==> config.mk <==
export PLATFORM = sky130hd
export DESIGN_NAME = tt_um_jimktrains_vslc_instr_fifo
export DESIGN_NICKNAME = d
export VERILOG_FILES = /design/src/rtl/tt_um_jimktrains_vslc_instr_fifo.sv
export SDC_FILE = /design/constraint.sdc
export NUM_CORES = 1
export LEC_CHECK = 0
export ABC_AREA = 1
export CAP_MARGIN = 20
export CORE_ASPECT_RATIO = 1.5
export CORE_MARGIN = 5
export CORE_UTILIZATION = 58
export DETAILED_ROUTE_END_ITERATION = 6
export PLACE_DENSITY = 0.95
export SLEW_MARGIN = 25
export SYNTH_ARGS = -nofsm -noshare
export SYNTH_HDL_FRONTEND = slang
export SYNTH_SLANG_ARGS = --single-unit
==> constraint.sdc <==
create_clock -name clk -period 7.7 [get_ports clk]
set_clock_uncertainty 0.2 [all_clocks]
set_input_delay 1.54 -clock clk [delete_from_list [all_inputs] [get_ports clk]]
set_output_delay 1.54 -clock clk [all_outputs]
set_load 0.03 [all_outputs]
==> src/rtl/tt_um_jimktrains_vslc_instr_fifo.sv <==
// Instruction byte FIFO between the SPI EEPROM reader and the executor.
// It parses the program header, throttles the reader via HOLD#, and re-arms it at end of program.
module tt_um_jimktrains_vslc_instr_fifo #(
  parameter int DEPTH       = 4,
  parameter int HOLD_MARGIN = 1,
  parameter int ADDR_W      = 10
) (
  input  logic                     clk,
  input  logic                     rst_n,
  input  logic                     rd_ready,
  input  logic [7:0]               rd_byte,
  input  logic [ADDR_W-1:0]        rd_addr,
  output logic [7:0]               instr,
  output logic                     instr_valid,
  input  logic                     instr_ready,
  output logic                     hold_n,
  output logic                     restart,
  output logic                     scan_done,
  output logic [ADDR_W-1:0]        start_addr,
  output logic [ADDR_W-1:0]        end_addr,
  output logic                     hdr_valid,
  output logic [$clog2(DEPTH):0]   count,
  output logic                     overflow
);

  localparam int PTR_W = $clog2(DEPTH);
  localparam int CNT_W = PTR_W + 1;

  typedef enum logic [1:0] {S_HEADER, S_RUN, S_RESTART, S_RESYNC} state_t;

  state_t             r_state, w_state_nxt;
  logic [7:0]         r_mem [DEPTH];
  logic [PTR_W-1:0]   r_wptr, r_rptr;
  logic [CNT_W-1:0]   r_count, w_count_nxt;
  logic [ADDR_W-1:0]  r_start_addr, r_end_addr;
  logic               r_hdr_valid, r_overflow, r_hold_n;
  logic               w_push_req, w_end_hit, w_full, w_pop, w_push;

  // end_addr == 0 means the program loops forever without a restart
  assign w_end_hit = (r_end_addr != '0) && (rd_addr >= r_end_addr);

  always_ff @(posedge clk or negedge rst_n) begin
    if (!rst_n) r_state <= S_HEADER;
    else        r_state <= w_state_nxt;
  end

  always_comb begin
    w_state_nxt = r_state;
    w_push_req  = 1'b0;
    case (r_state)
      S_HEADER:  if (rd_ready && rd_addr == ADDR_W'(3)) w_state_nxt = S_RUN;
      S_RUN: begin
        if (rd_ready) begin
          w_push_req = 1'b1;
          if (w_end_hit) w_state_nxt = S_RESTART;
        end
      end
      S_RESTART: w_state_nxt = S_RESYNC;
      S_RESYNC: begin
        if (rd_ready && rd_addr == r_start_addr) begin
          w_push_req  = 1'b1;
          w_state_nxt = w_end_hit ? S_RESTART : S_RUN;
        end
      end
      default:   w_state_nxt = S_HEADER;
    endcase
  end

  always_ff @(posedge clk or negedge rst_n) begin
    if (!rst_n) begin
      r_start_addr <= '0;
      r_end_addr   <= '0;
      r_hdr_valid  <= 1'b0;
    end else if (r_state == S_HEADER && rd_ready) begin
      case (rd_addr)
        ADDR_W'(0): r_start_addr[ADDR_W-1:8] <= rd_byte[ADDR_W-9:0];
        ADDR_W'(1): r_start_addr[7:0]        <= rd_byte;
        ADDR_W'(2): r_end_addr[ADDR_W-1:8]   <= rd_byte[ADDR_W-9:0];
        ADDR_W'(3): begin
          r_end_addr[7:0] <= rd_byte;
          r_hdr_valid     <= 1'b1;
        end
        default: ;
      endcase
    end
  end

  // a pop frees the slot in the same cycle, so push+pop is legal when full
  assign w_full      = (r_count == CNT_W'(DEPTH));
  assign w_pop       = (r_count != '0) && instr_ready;
  assign w_push      = w_push_req && (!w_full || w_pop);
  assign w_count_nxt = r_count + CNT_W'(w_push) - CNT_W'(w_pop);

  always_ff @(posedge clk or negedge rst_n) begin
    if (!rst_n) begin
      for (int i = 0; i < DEPTH; i++) r_mem[i] <= 8'h00;
      r_wptr     <= '0;
      r_rptr     <= '0;
      r_count    <= '0;
      r_overflow <= 1'b0;
      r_hold_n   <= 1'b1;
    end else begin
      if (w_push) begin
        r_mem[r_wptr] <= rd_byte;
        r_wptr        <= r_wptr + 1'b1;
      end
      if (w_pop) r_rptr <= r_rptr + 1'b1;
      r_count  <= w_count_nxt;
      r_hold_n <= !(w_count_nxt >= CNT_W'(DEPTH - HOLD_MARGIN));
      if (w_push_req && w_full && !w_pop) r_overflow <= 1'b1;
    end
  end

  assign instr_valid = (r_count != '0);
  assign instr       = instr_valid ? r_mem[r_rptr] : 8'h00;
  assign hold_n      = r_hold_n;
  assign restart     = (r_state == S_RESTART);
  assign scan_done   = (r_state == S_RESTART);
  assign start_addr  = r_start_addr;
  assign end_addr    = r_end_addr;
  assign hdr_valid   = r_hdr_valid;
  assign count       = r_count;
  assign overflow    = r_overflow;

endmodule
==> impl_metrics.json <==
{
  "outcome": "completed",
  "core_area_um2": 6175,
  "leakage_nw": 2.182,
  "slew_viol_final": 0,
  "port_buffers": 58,
  "worstSetupStartpoint": "rd_addr[8]",
  "maxCapViolCount": 0,
  "final_hold_viol_count": 0,
  "pwr_density_cell_nw_per_um2": 348.1,
  "crit_family": "adder cells",
  "cts_max_level": 3,
  "post_drt_wl_per_cell_um": 15.62,
  "criticalPathCategory": "in -> reg",
  "worst-path-buf-inv": 4,
  "clkPwrFrac_pct": 18.6,
  "yosys.area_share.simple_pct": 31.75,
  "relSlewSlack_pct": 44.86,
  "crit_arrival_ns": 4.74,
  "synth_top_family_by_area": "simple AND/OR/NAND/NOR gates",
  "seq_area_um2": 1603,
  "syn_nets": 518,
  "cts_tree": "yes",
  "cts-buffers-inserted": 9,
  "ys_ff_latch": 64,
  "final_cell_mix": "nand2_1, dfrtp_1, clkdlybuf4s50_1",
  "swShare_pct": 43.63,
  "end_kind": "register",
  "synthMuxAreaShare_pct": 0,
  "ys_warn_count": 0,
  "vias_per_cell": 5.546,
  "antenna_left": 0,
  "grtUsageTotal_pct": 25.83,
  "grt.overflow.total": 0,
  "min_from": "hdr_valid",
  "place_ws_ns": 2.665,
  "nFillCells": 503,
  "fmaxAchievable_mhz": 214.0,
  "synth_compound_area_share_pct": 8.345,
  "dpl.cell_count": 594,
  "num_rows": 35,
  "fin_util_pct": 72.12,
  "ctsResizeCount": 0,
  "period_needed_ns": 4.673,
  "firstDrtPassIters": 5,
  "cts_buffer_depth": 2,
  "synth.distinct_cells": 33,
  "reg2reg_from": "start_addr[6]",
  "clock-root-buffer": "clkbuf_8",
  "die_area_um2": 8087,
  "grt_max_degree": 65,
  "start_util_pct": 59.74,
  "setup_viol": 0,
  "share_comb_of_total_power_pct": 46.5,
  "area_growth_pct": 20.73,
  "synthAdderAreaFrac_pct": 5.970,
  "n_antenna_cell": 0,
  "rsz0062_at_grt": "no",
  "tns_ns": 0,
  "crit_path_cell_trace": "clkdlybuf4s50_1, inv_1, nand2_1, nand2_1, nor2_1, nand3_2, a21oi_4, nand2_1, ha_1, inv_1, ha_1, inv_1, fa_1, xor2_1, a21oi_1",
  "synth_cells": 479,
  "routed-via-count": 3383,
  "period_share_pct": 60.68,
  "worst_slew_pin_slew_ns": 0.8253,
  "multi_input_area_um2": 1743,
  "post-cts-setup-buffers": 0,
  "gp_congestion": 1.002,
  "drtIter0Drc": 158,
  "path_max_fanout": 35,
  "grt_pass1_wl_mm": 15.86,
  "cts_sinks": 64,
  "seq_power_share_pct": 35.0,
  "clk_latency_ns": 0.34,
  "p_int_w": 0.0008738,
  "min_path_cells": 2,
  "io-pin-count": 59,
  "ir_drop_v": 0.0003540,
  "grt_pass1_vias": 3465,
  "synth_xor_area_share_pct": 1.187,
  "slowest_delay_ns": 0.69,
  "worstReg2RegEnd": "hold_n",
  "rrSetupSlack_ns": 4.34,
  "dp_hpwl_mm": 7.168,
  "crit_required_ns": 7.77,
  "fin_ws_ns": 3.027,
  "die-height_um": 107.7,
  "ys_seq_area_share_pct": 43.45,
  "die_w_um": 75.11,
  "min_path_type": "reg -> reg",
  "nNetsFinal": 570,
  "hold_end": "hdr_valid",
  "crit_slowest_cell": "a21oi_4",
  "r2r_cells": 16,
  "startpoint_type": "input pin",
  "wl_mm": 9.531,
  "synth_area_per_cell_um2": 7.700,
  "antenna_found_initial": 0,
  "power_w": 0.001550,
  "drc": 0,
  "clk_pin_slew_ns": 0.06,
  "final_common_cell": "nand2_1",
  "drive_gt1_share_pct": 8.396,
  "p_switching_w": 0.0006764,
  "fin_cells": 610,
  "syn_area_um2": 3689,
  "hold_buffers": 0
}
-- cells by family (layout without fill, tap and decap cells) --
group / after synthesis / after routing
simple gates: 261 / 261
buf+inv: 80 / 137
flops: 64 / 64
compound gates: 52 / 52
fa+ha+maj: 17 / 17
xor+xnor: 5 / 5
-- power groups by stage --
stage                     Sequential, W  Combinational [W]  Clock, W
after global placement         0.000535           0.000686         0
after CTS                      0.000537           0.000722  0.000293
after floorplan                0.000530           0.000484         0
final                          0.000542           0.000720  0.000288
after detailed placement       0.000540           0.000718         0
after global routing           0.000554           0.000798  0.000309
-- synthesized netlist by cell type, drive strengths merged --
cell	count	share of area, %
a21o	1	0.20
a21oi	14	2.2
a31o	1	0.24
buf	16	2.8
clkbuf	2	0.20
clkinv	3	0.31
dfrtp	63	43
dfstp	1	0.71
fa	1	0.54
ha	16	5.4
inv	59	6.0
nand2	148	15
nand3	16	2.3
nand4	39	7.5
nor2	51	5.3
nor3	4	0.68
nor4	2	0.68
o21ai	36	5.7
or2	1	0.17
xnor2	2	0.47
xor2	3	0.71
-- through the flow --
step / hold slack, ns / area, µm²
2_1_floorplan: 0.2442 / 3689
3_3_place_gp: 0.2485 / 4254
3_5_place_dp: 0.2598 / 4254
4_1_cts: 0.2770 / 4453
5_1_grt: 0.3110 / 4453
6_report: 0.2707 / 4453
-- state kept, by name, indices dropped and copies added, names as in the netlist --
| register | cells |
|---|---|
| count | 3 |
| overflow | 1 |
| end_addr | 10 |
| hdr_valid | 1 |
| r_mem | 32 |
| r_wptr | 2 |
| r_rptr | 2 |
| start_addr | 10 |
| r_state | 2 |
| hold_n | 1 |
-- cell type report --
type                       count  area share [%]
tap                           74           2.079
timing repair buffer          59           13.09
inverter                      62           5.226
clock inverter                 3          0.8991
multi-input combinational    335           39.14
sequential                    64           35.99
clock buffer                  13           3.568
-- worst reg2reg max path, stage by stage, from the launching register on --
cell	delay (ns)
dfrtp_1	0.44
inv_1	0.06
nand2_1	0.07
nand2_1	0.08
inv_2	0.05
nand2_1	0.05
nor2_2	0.08
nand3_2	0.12
a21oi_4	0.69
nand2_1	0.22
ha_1	0.33
inv_1	0.06
ha_1	0.13
inv_1	0.05
fa_1	0.37
xor2_1	0.18
a21oi_1	0.12
-- metal layers --
metal / GRT usage [%] / wire (µm) / vias to the layer above
met1: 29.73 / 3630 / 1558
met4: 14.38 / 372 / 0
li1: - / - / 1642
met2: 42.89 / 4935 / 149
met3: 5.981 / 592 / 34
met5: 0 / 0 / -
-- how the worst max path moves through the flow --
stage / slack (ns) / end / cells after the start
2_1_floorplan: 3.98 / hold_n / 15
3_5_place_dp: 2.67 / hold_n / 15
4_1_cts: 3.03 / hold_n / 15
6_report: 3.03 / hold_n / 15
3_3_place_gp: 2.85 / hold_n / 14
5_1_grt: 2.79 / hold_n / 17
No activity file was read; power rests on OpenSTA's default activity.
